==> config.mk <==
export PLATFORM = sky130hd
export DESIGN_NAME = hazard_ctrl_unit
export DESIGN_NICKNAME = d
export VERILOG_FILES = /design/src/rtl/hazard_ctrl_unit.sv
export SDC_FILE = /design/constraint.sdc
export NUM_CORES = 1
export LEC_CHECK = 0
export BUFFER_PORTS_ARGS = -buffer_cell sky130_fd_sc_hd__buf_2
export CORE_MARGIN = 4
export CORE_UTILIZATION = 45
export DETAILED_ROUTE_END_ITERATION = 16
export PLACE_DENSITY = 0.88
export SYNTH_ARGS = -nofsm -noshare
export SYNTH_HDL_FRONTEND = slang
export SYNTH_SLANG_ARGS = --single-unit
==> constraint.sdc <==
create_clock -name clk -period 4.4 [get_ports clk]
set_input_delay 1.32 -clock clk [delete_from_list [all_inputs] [get_ports clk]]
set_output_delay 1.32 -clock clk [all_outputs]
set_load 0.02 [all_outputs]
==> src/rtl/hazard_ctrl_unit.sv <==
// Pipeline hazard controller: EX forwarding selects, load-use and MD-unit stalls, MD scoreboard.
// Optional saturating stall-cycle counter enabled by defining HAZARD_PERF_EN.
`timescale 1ns/1ps
module hazard_ctrl_unit #(
  parameter int AW     = 5,
  parameter int NRD    = 2,
  parameter int MD_LAT = 4,
  parameter int CNT_W  = 32
) (
  input  logic               clk,
  input  logic               rst_n,
  input  logic               id_valid,
  input  logic [NRD*AW-1:0]  id_rs,
  input  logic [AW-1:0]      id_rd,
  input  logic               id_regwrite,
  input  logic               id_md,
  input  logic [NRD*AW-1:0]  ex_rs,
  input  logic [AW-1:0]      ex_rd,
  input  logic               ex_memread,
  input  logic               ex_md_start,
  input  logic [AW-1:0]      mem_rd,
  input  logic               mem_regwrite,
  input  logic [AW-1:0]      wb_rd,
  input  logic               wb_regwrite,
  output logic [2*NRD-1:0]   fwd_sel,
  output logic               stall,
  output logic               flush_ex,
  output logic               md_busy,
  output logic               md_done,
  output logic [AW-1:0]      md_rd,
  output logic [CNT_W-1:0]   stall_cycles
);

  localparam int CW = ($clog2(MD_LAT) > 1) ? $clog2(MD_LAT) : 1;
  localparam logic [CW-1:0] CNT_INIT = CW'(MD_LAT - 2);

  typedef enum logic [1:0] {S_IDLE, S_BUSY, S_DONE} state_t;

  state_t          state_q, state_d;
  logic [CW-1:0]   cnt_q, cnt_d;
  logic [AW-1:0]   md_rd_q, md_rd_d;

  always_ff @(posedge clk or negedge rst_n) begin
    if (!rst_n) begin
      state_q <= S_IDLE;
      cnt_q   <= '0;
      md_rd_q <= '0;
    end else begin
      state_q <= state_d;
      cnt_q   <= cnt_d;
      md_rd_q <= md_rd_d;
    end
  end

  // A new ex_md_start is only accepted from IDLE; outside IDLE it is ignored.
  always_comb begin
    state_d = state_q;
    cnt_d   = cnt_q;
    md_rd_d = md_rd_q;
    case (state_q)
      S_IDLE: begin
        if (ex_md_start) begin
          state_d = S_BUSY;
          cnt_d   = CNT_INIT;
          md_rd_d = ex_rd;
        end
      end
      S_BUSY: begin
        if (cnt_q == '0) begin
          state_d = S_DONE;
        end else begin
          cnt_d = cnt_q - 1'b1;
        end
      end
      S_DONE:  state_d = S_IDLE;
      default: state_d = S_IDLE;
    endcase
  end

  assign md_busy = (state_q != S_IDLE);
  assign md_done = (state_q == S_DONE);
  assign md_rd   = md_rd_q;

  // Pending MD destination: the issuing op in its issue cycle, the captured one afterwards.
  logic [AW-1:0] p_rd;
  logic          p_valid;
  assign p_rd    = (state_q == S_IDLE) ? ex_rd : md_rd_q;
  assign p_valid = ((state_q == S_IDLE) ? ex_md_start : 1'b1) && (p_rd != '0);

  logic load_use_hit, md_raw_hit;
  always_comb begin
    load_use_hit = 1'b0;
    md_raw_hit   = 1'b0;
    for (int i = 0; i < NRD; i++) begin
      if (id_rs[i*AW +: AW] == ex_rd) load_use_hit = 1'b1;
      if (p_valid && (id_rs[i*AW +: AW] == p_rd)) md_raw_hit = 1'b1;
    end
  end

  logic load_use, md_waw, md_struct;
  assign load_use  = ex_memread && (ex_rd != '0) && load_use_hit;
  assign md_waw    = id_regwrite && (id_rd != '0) && p_valid && (id_rd == p_rd);
  assign md_struct = id_md && ((state_q != S_IDLE) || ex_md_start);

  assign stall    = id_valid && (load_use || md_raw_hit || md_waw || md_struct);
  assign flush_ex = stall;

  genvar gi;
  generate
    for (gi = 0; gi < NRD; gi++) begin : g_fwd
      logic [AW-1:0] rs;
      logic [1:0]    sel;
      assign rs = ex_rs[gi*AW +: AW];
      always_comb begin
        sel = 2'b00;
        if (rs == '0)                             sel = 2'b00;
        else if (mem_regwrite && (mem_rd == rs))  sel = 2'b10;
        else if (wb_regwrite && (wb_rd == rs))    sel = 2'b01;
        else if (md_done && (md_rd_q == rs))      sel = 2'b11;
      end
      assign fwd_sel[gi*2 +: 2] = sel;
    end
  endgenerate

`ifdef HAZARD_PERF_EN
  logic [CNT_W-1:0] stall_cycles_q;
  always_ff @(posedge clk or negedge rst_n) begin
    if (!rst_n) begin
      stall_cycles_q <= '0;
    end else if (stall && !(&stall_cycles_q)) begin
      stall_cycles_q <= stall_cycles_q + 1'b1;
    end
  end
  assign stall_cycles = stall_cycles_q;
`else
  assign stall_cycles = '0;
`endif

endmodule
-- Word level (Yosys, flattened, before mapping)
Index checks and enable logic that the tools add are counted.
- register bits after elaboration: 9
- bits in latches: 0
- RAM bits: 0
- memory bits (read-only): 0
- input port bits: 49
- output and inout bits: 45
- logic and storage cells: 72
- memories: 0
- add/subtract/negate cells: 1
- multipliers: 0
- divide/modulo/power cells: 0
- magnitude comparators: 0
- equality and inequality tests: 16
- shift operators: 0
- multiplexer cells: 20
- bitwise operators: 0
- reductions and logical operators: 32
- operator list (kind ; count):
    $eq A5 B5 Y1 ; 11
    $mux W2 ; 12
    $logic_and A1 B1 Y1 ; 16
    $reduce_bool A5 Y1 ; 3
    $logic_not A5 Y1 ; 2
    $pmux W2 S2 ; 2
    $ne A2 B2 Y1 const B ; 3
    $mux W1 ; 5
    $mux W5 ; 1
    $logic_not A2 Y1 ; 2
    $logic_or A1 B1 Y1 ; 4
    $reduce_and A2 Y1 ; 2
    $reduce_bool A2 Y1 ; 2
    $reduce_and A3 Y1 ; 1
    $eq A2 B1 Y1 const B ; 1
    $eq A2 B2 Y1 const B ; 1
    $sub A2 B1 Y2 const B ; 1

-- Logic depth before layout (Yosys ltp)
- depth after elaboration: 11
- depth in mapped cells: 9
- gate-level depth less buffers: 6

-- Worst setup path after synthesis
OpenSTA, ideal clock, no wires.
- path type: input port to output port
- start point: input port ex_rd[3]
- end point: output port stall
- data arrival time: 2.799 ns
- required time: 3.080 ns
- setup slack: 0.281 ns
- stages on the path: 8
- buffers on the path: 2
- cells stage by stage: buf_2 > xor2_1 > nor4_1 > a22oi_1 > o21ai_0 > a311o_1 > o311a_1 > buf_4
- longest elaborated chain between the ends: 10
- elaborated cells between the ends (all ways): 23
- classes of those cells: eq/ne: 5; mux: 5; reduce/logical: 13
- ends and longest elaborated chain (what ; line ; text):
    start, declared ; 18 ; input logic [AW-1:0] ex_rd,
    $mux W5 ; 87 ; assign p_rd = (state_q == S_IDLE) ? ex_rd : md_rd_q;
    $reduce_bool A5 Y1 ; 88 ; assign p_valid = ((state_q == S_IDLE) ? ex_md_start : 1'b1) && (p_rd != '0);
    $logic_and A1 B1 Y1 ; 88 ;
    $logic_and A1 B1 Y1 ; 96 ; if (p_valid && (id_rs[i*AW +: AW] == p_rd)) md_raw_hit = 1'b1;
    $mux W1 (2 in a row) ; 96 ;
    $logic_or A1 B1 Y1 ; 105 ; assign stall = id_valid && (load_use || md_raw_hit || md_waw || md_struct);
    $logic_or A1 B1 Y1 (*) (2 in a row) ; 105 ;
    $logic_and A1 B1 Y1 (*) ; 105 ;
    end, declared ; 26 ; output logic stall,
Mark *: on every way between the ends. The rest lies on a longest branch, timed or not.

-- Worst setup path after layout
- start point: input port ex_rd[1]
- end point: output port stall
The elaborated chain is that of the path after synthesis.

==> impl_metrics.json <==
{
  "status": "finished clean",
  "slew_violations": 0,
  "cts_buffer_depth": 2,
  "ys_ff_latch": 9,
  "wire_per_inst_um": 13.5,
  "fin_crit_sh_pct": 93.5,
  "areaGrowthSynthToFinish_pct": 13.6,
  "p_per_area_mw_per_mm2": 448,
  "cp-endpoint": "stall",
  "antenna_cells": 0,
  "htreeDepth": 1,
  "syn_inst": 202,
  "initial_core_util_pct": 47.7,
  "drive_above_1_share_pct": 29.6,
  "grt-ovfl-total": 0,
  "ant_nets": 0,
  "synthTopCellsByCount": "xor2_1, buf_4, xnor2_1",
  "cts_root_buf": "clkbuf_4",
  "fin_setup_tns_ns": 0,
  "cp-startpoint": "ex_rd[1]",
  "syn_area_mm2": 0.00162,
  "cp-start-kind": "input pin",
  "final_core_util_pct": 54.2,
  "setup_violations": 0,
  "cts_setup_buffers": 0,
  "grtUsageTotal_pct": 17.0,
  "grt_max_degree": 18,
  "antenna_found_initial": 0,
  "required_ns": 3.08,
  "ir_drop_uv": 372,
  "holdCritPathClass": "reg2reg",
  "clk-insertion-delay-late_ns": 0.26,
  "num_rows": 21,
  "cp_data_arrival_time_ns": 2.79,
  "maxCapViolations": 0,
  "dr.pass1.iters": 4,
  "fmax_mhz": 243,
  "dpl.hpwl_um": 3390,
  "r2r_slack_ns": 2.93,
  "synth-seq-area-share_pct": 13.9,
  "p_leak_nw": 0.918,
  "synth.distinct_cells": 44,
  "cp-end-kind": "output port",
  "die_x_um": 67.9,
  "postCtsHoldBufs": 0,
  "die_h_um": 67.9,
  "drtIter0Drc": 57,
  "critPathMaxFanout": 7,
  "cts.clk_slew.worst_paths_ns": 0.07,
  "synth.most_common_cell": "xor2_1",
  "r2r-end": "md_rd[1]",
  "drt-vias-per-instance": 5.07,
  "core-area_mm2": 0.00339,
  "portBuffers": 61,
  "vias": 1535,
  "synth_top_cell_by_area": "xor2_1",
  "crit-reg2reg-launch": "state_q[0]",
  "crit_type": "in2out",
  "synth_top_area_share_pct": 19.0,
  "die-area_mm2": 0.00462,
  "hold_viol": 0,
  "rsz0062_at_grt": "false",
  "cts.repair.resized": 0,
  "min_period_ns": 4.11,
  "synth_edf_count": 0,
  "final.setup_skew_ns": 0.00215,
  "synth.avg_cell_area_um2": 8.00,
  "min_from": "cnt_q[0]",
  "synthArstFlopShare_pct": 100,
  "layout.nets": 308,
  "grt_pass1_vias": 1411,
  "routed_wl_um": 4100,
  "synth_ff_type": "dfrtp_1",
  "yosys-top-cells-area": "xor2_1, buf_4, dfrtp_1, xnor2_1, nor4_1",
  "drc": 0,
  "reg2regPathDepth": 3,
  "ys_warn_count": 0,
  "ios": 94,
  "cts_tree": "yes",
  "cts_sinks": 9,
  "cts_buffers": 3,
  "gp_congestion": 0.954,
  "grt_pass1_wl_um": 6140
}
[metrics by stage]
stage	worst slack, ns	total power [mW]	instances	hold WS [ns]	area [um^2]
4_1_cts	0.300	0.824	303	0.559	1840
3_3_place_gp	0.367	0.742	299	0.533	1810
5_1_grt	0.195	0.894	303	0.599	1840
2_1_floorplan	0.281	0.649	233	0.511	1730
6_report	0.285	0.823	303	0.556	1840
3_5_place_dp	0.304	0.755	299	0.543	1810
[layer usage]
layer / global-route usage (%) / up-vias / routed length (um)
met3: 2.46 / 4 / 347
met2: 29.8 / 68 / 1980
met5: 0 / - / 0
met1: 21.7 / 710 / 1750
met4: 3.97 / 0 / 28
li1: - / 753 / -
[registers in the layout (all words and copies together), names as in the netlist]
signal,cells
cnt_q,2
md_rd,5
state_q,2
[cell families (layout without fill, tap and decap cells)]
group,Yosys count,count (layout),share of synthesized area (%)
buffers and inverters,51,75,20.0
and+or+nand+nor,49,49,16.9
xor gates and xnor gates,48,48,26.0
AOI/OAI and AO/OA,34,34,15.0
muxes,9,9,7.12
DFF,9,9,13.9
adders and majority gates,1,1,0.774
other,1,32,0.232
[where the power goes]
| group | total, mW | switching, mW | internal (mW) |
|---|---|---|---|
| clock network | 0.0656 | 0.0320 | 0.0336 |
| registers | 0.217 | 0.0954 | 0.122 |
| logic | 0.540 | 0.300 | 0.240 |
[critical path, stage by stage]
cell and delay (ns):
buf_2 0.15, xor2_1 0.17, nor4_1 0.26, a22oi_1 0.12, o21ai_0 0.26, a311o_1 0.17, o311a_1 0.17, buf_2 0.16
[area by class of cell]
class / instances / area, um^2
fill: 327 / 1550
multi-input combinational: 173 / 1180
timing repair buffer: 61 / 305
sequential: 9 / 225
tap: 46 / 57.6
inverter: 10 / 37.5
clock buffer: 3 / 22.5
clock inverter: 1 / 5.00
[worst min path at each step]
stage | to | slack (ns) | depth (start not counted)
after floorplan | cnt_q[0] | 0.51 | 1
after global placement | cnt_q[0] | 0.53 | 1
after detailed placement | cnt_q[0] | 0.54 | 1
after CTS | cnt_q[0] | 0.56 | 1
after global routing | cnt_q[0] | 0.60 | 1
final | cnt_q[0] | 0.56 | 1
[cell usage in the layout (no fill, tap or decap), types with 5 or more instances in the layout]
master and n:
conb_1 32, xnor2_1 13, nor4_1 12, buf_2 61, and3_1 5, a21oi_1 5
nor3_1 5, nor2_1 10, inv_1 9, o21ai_0 7, dfrtp_1 9, nand2_1 7
xor2_1 35
(Power assumes the default switching activity.)
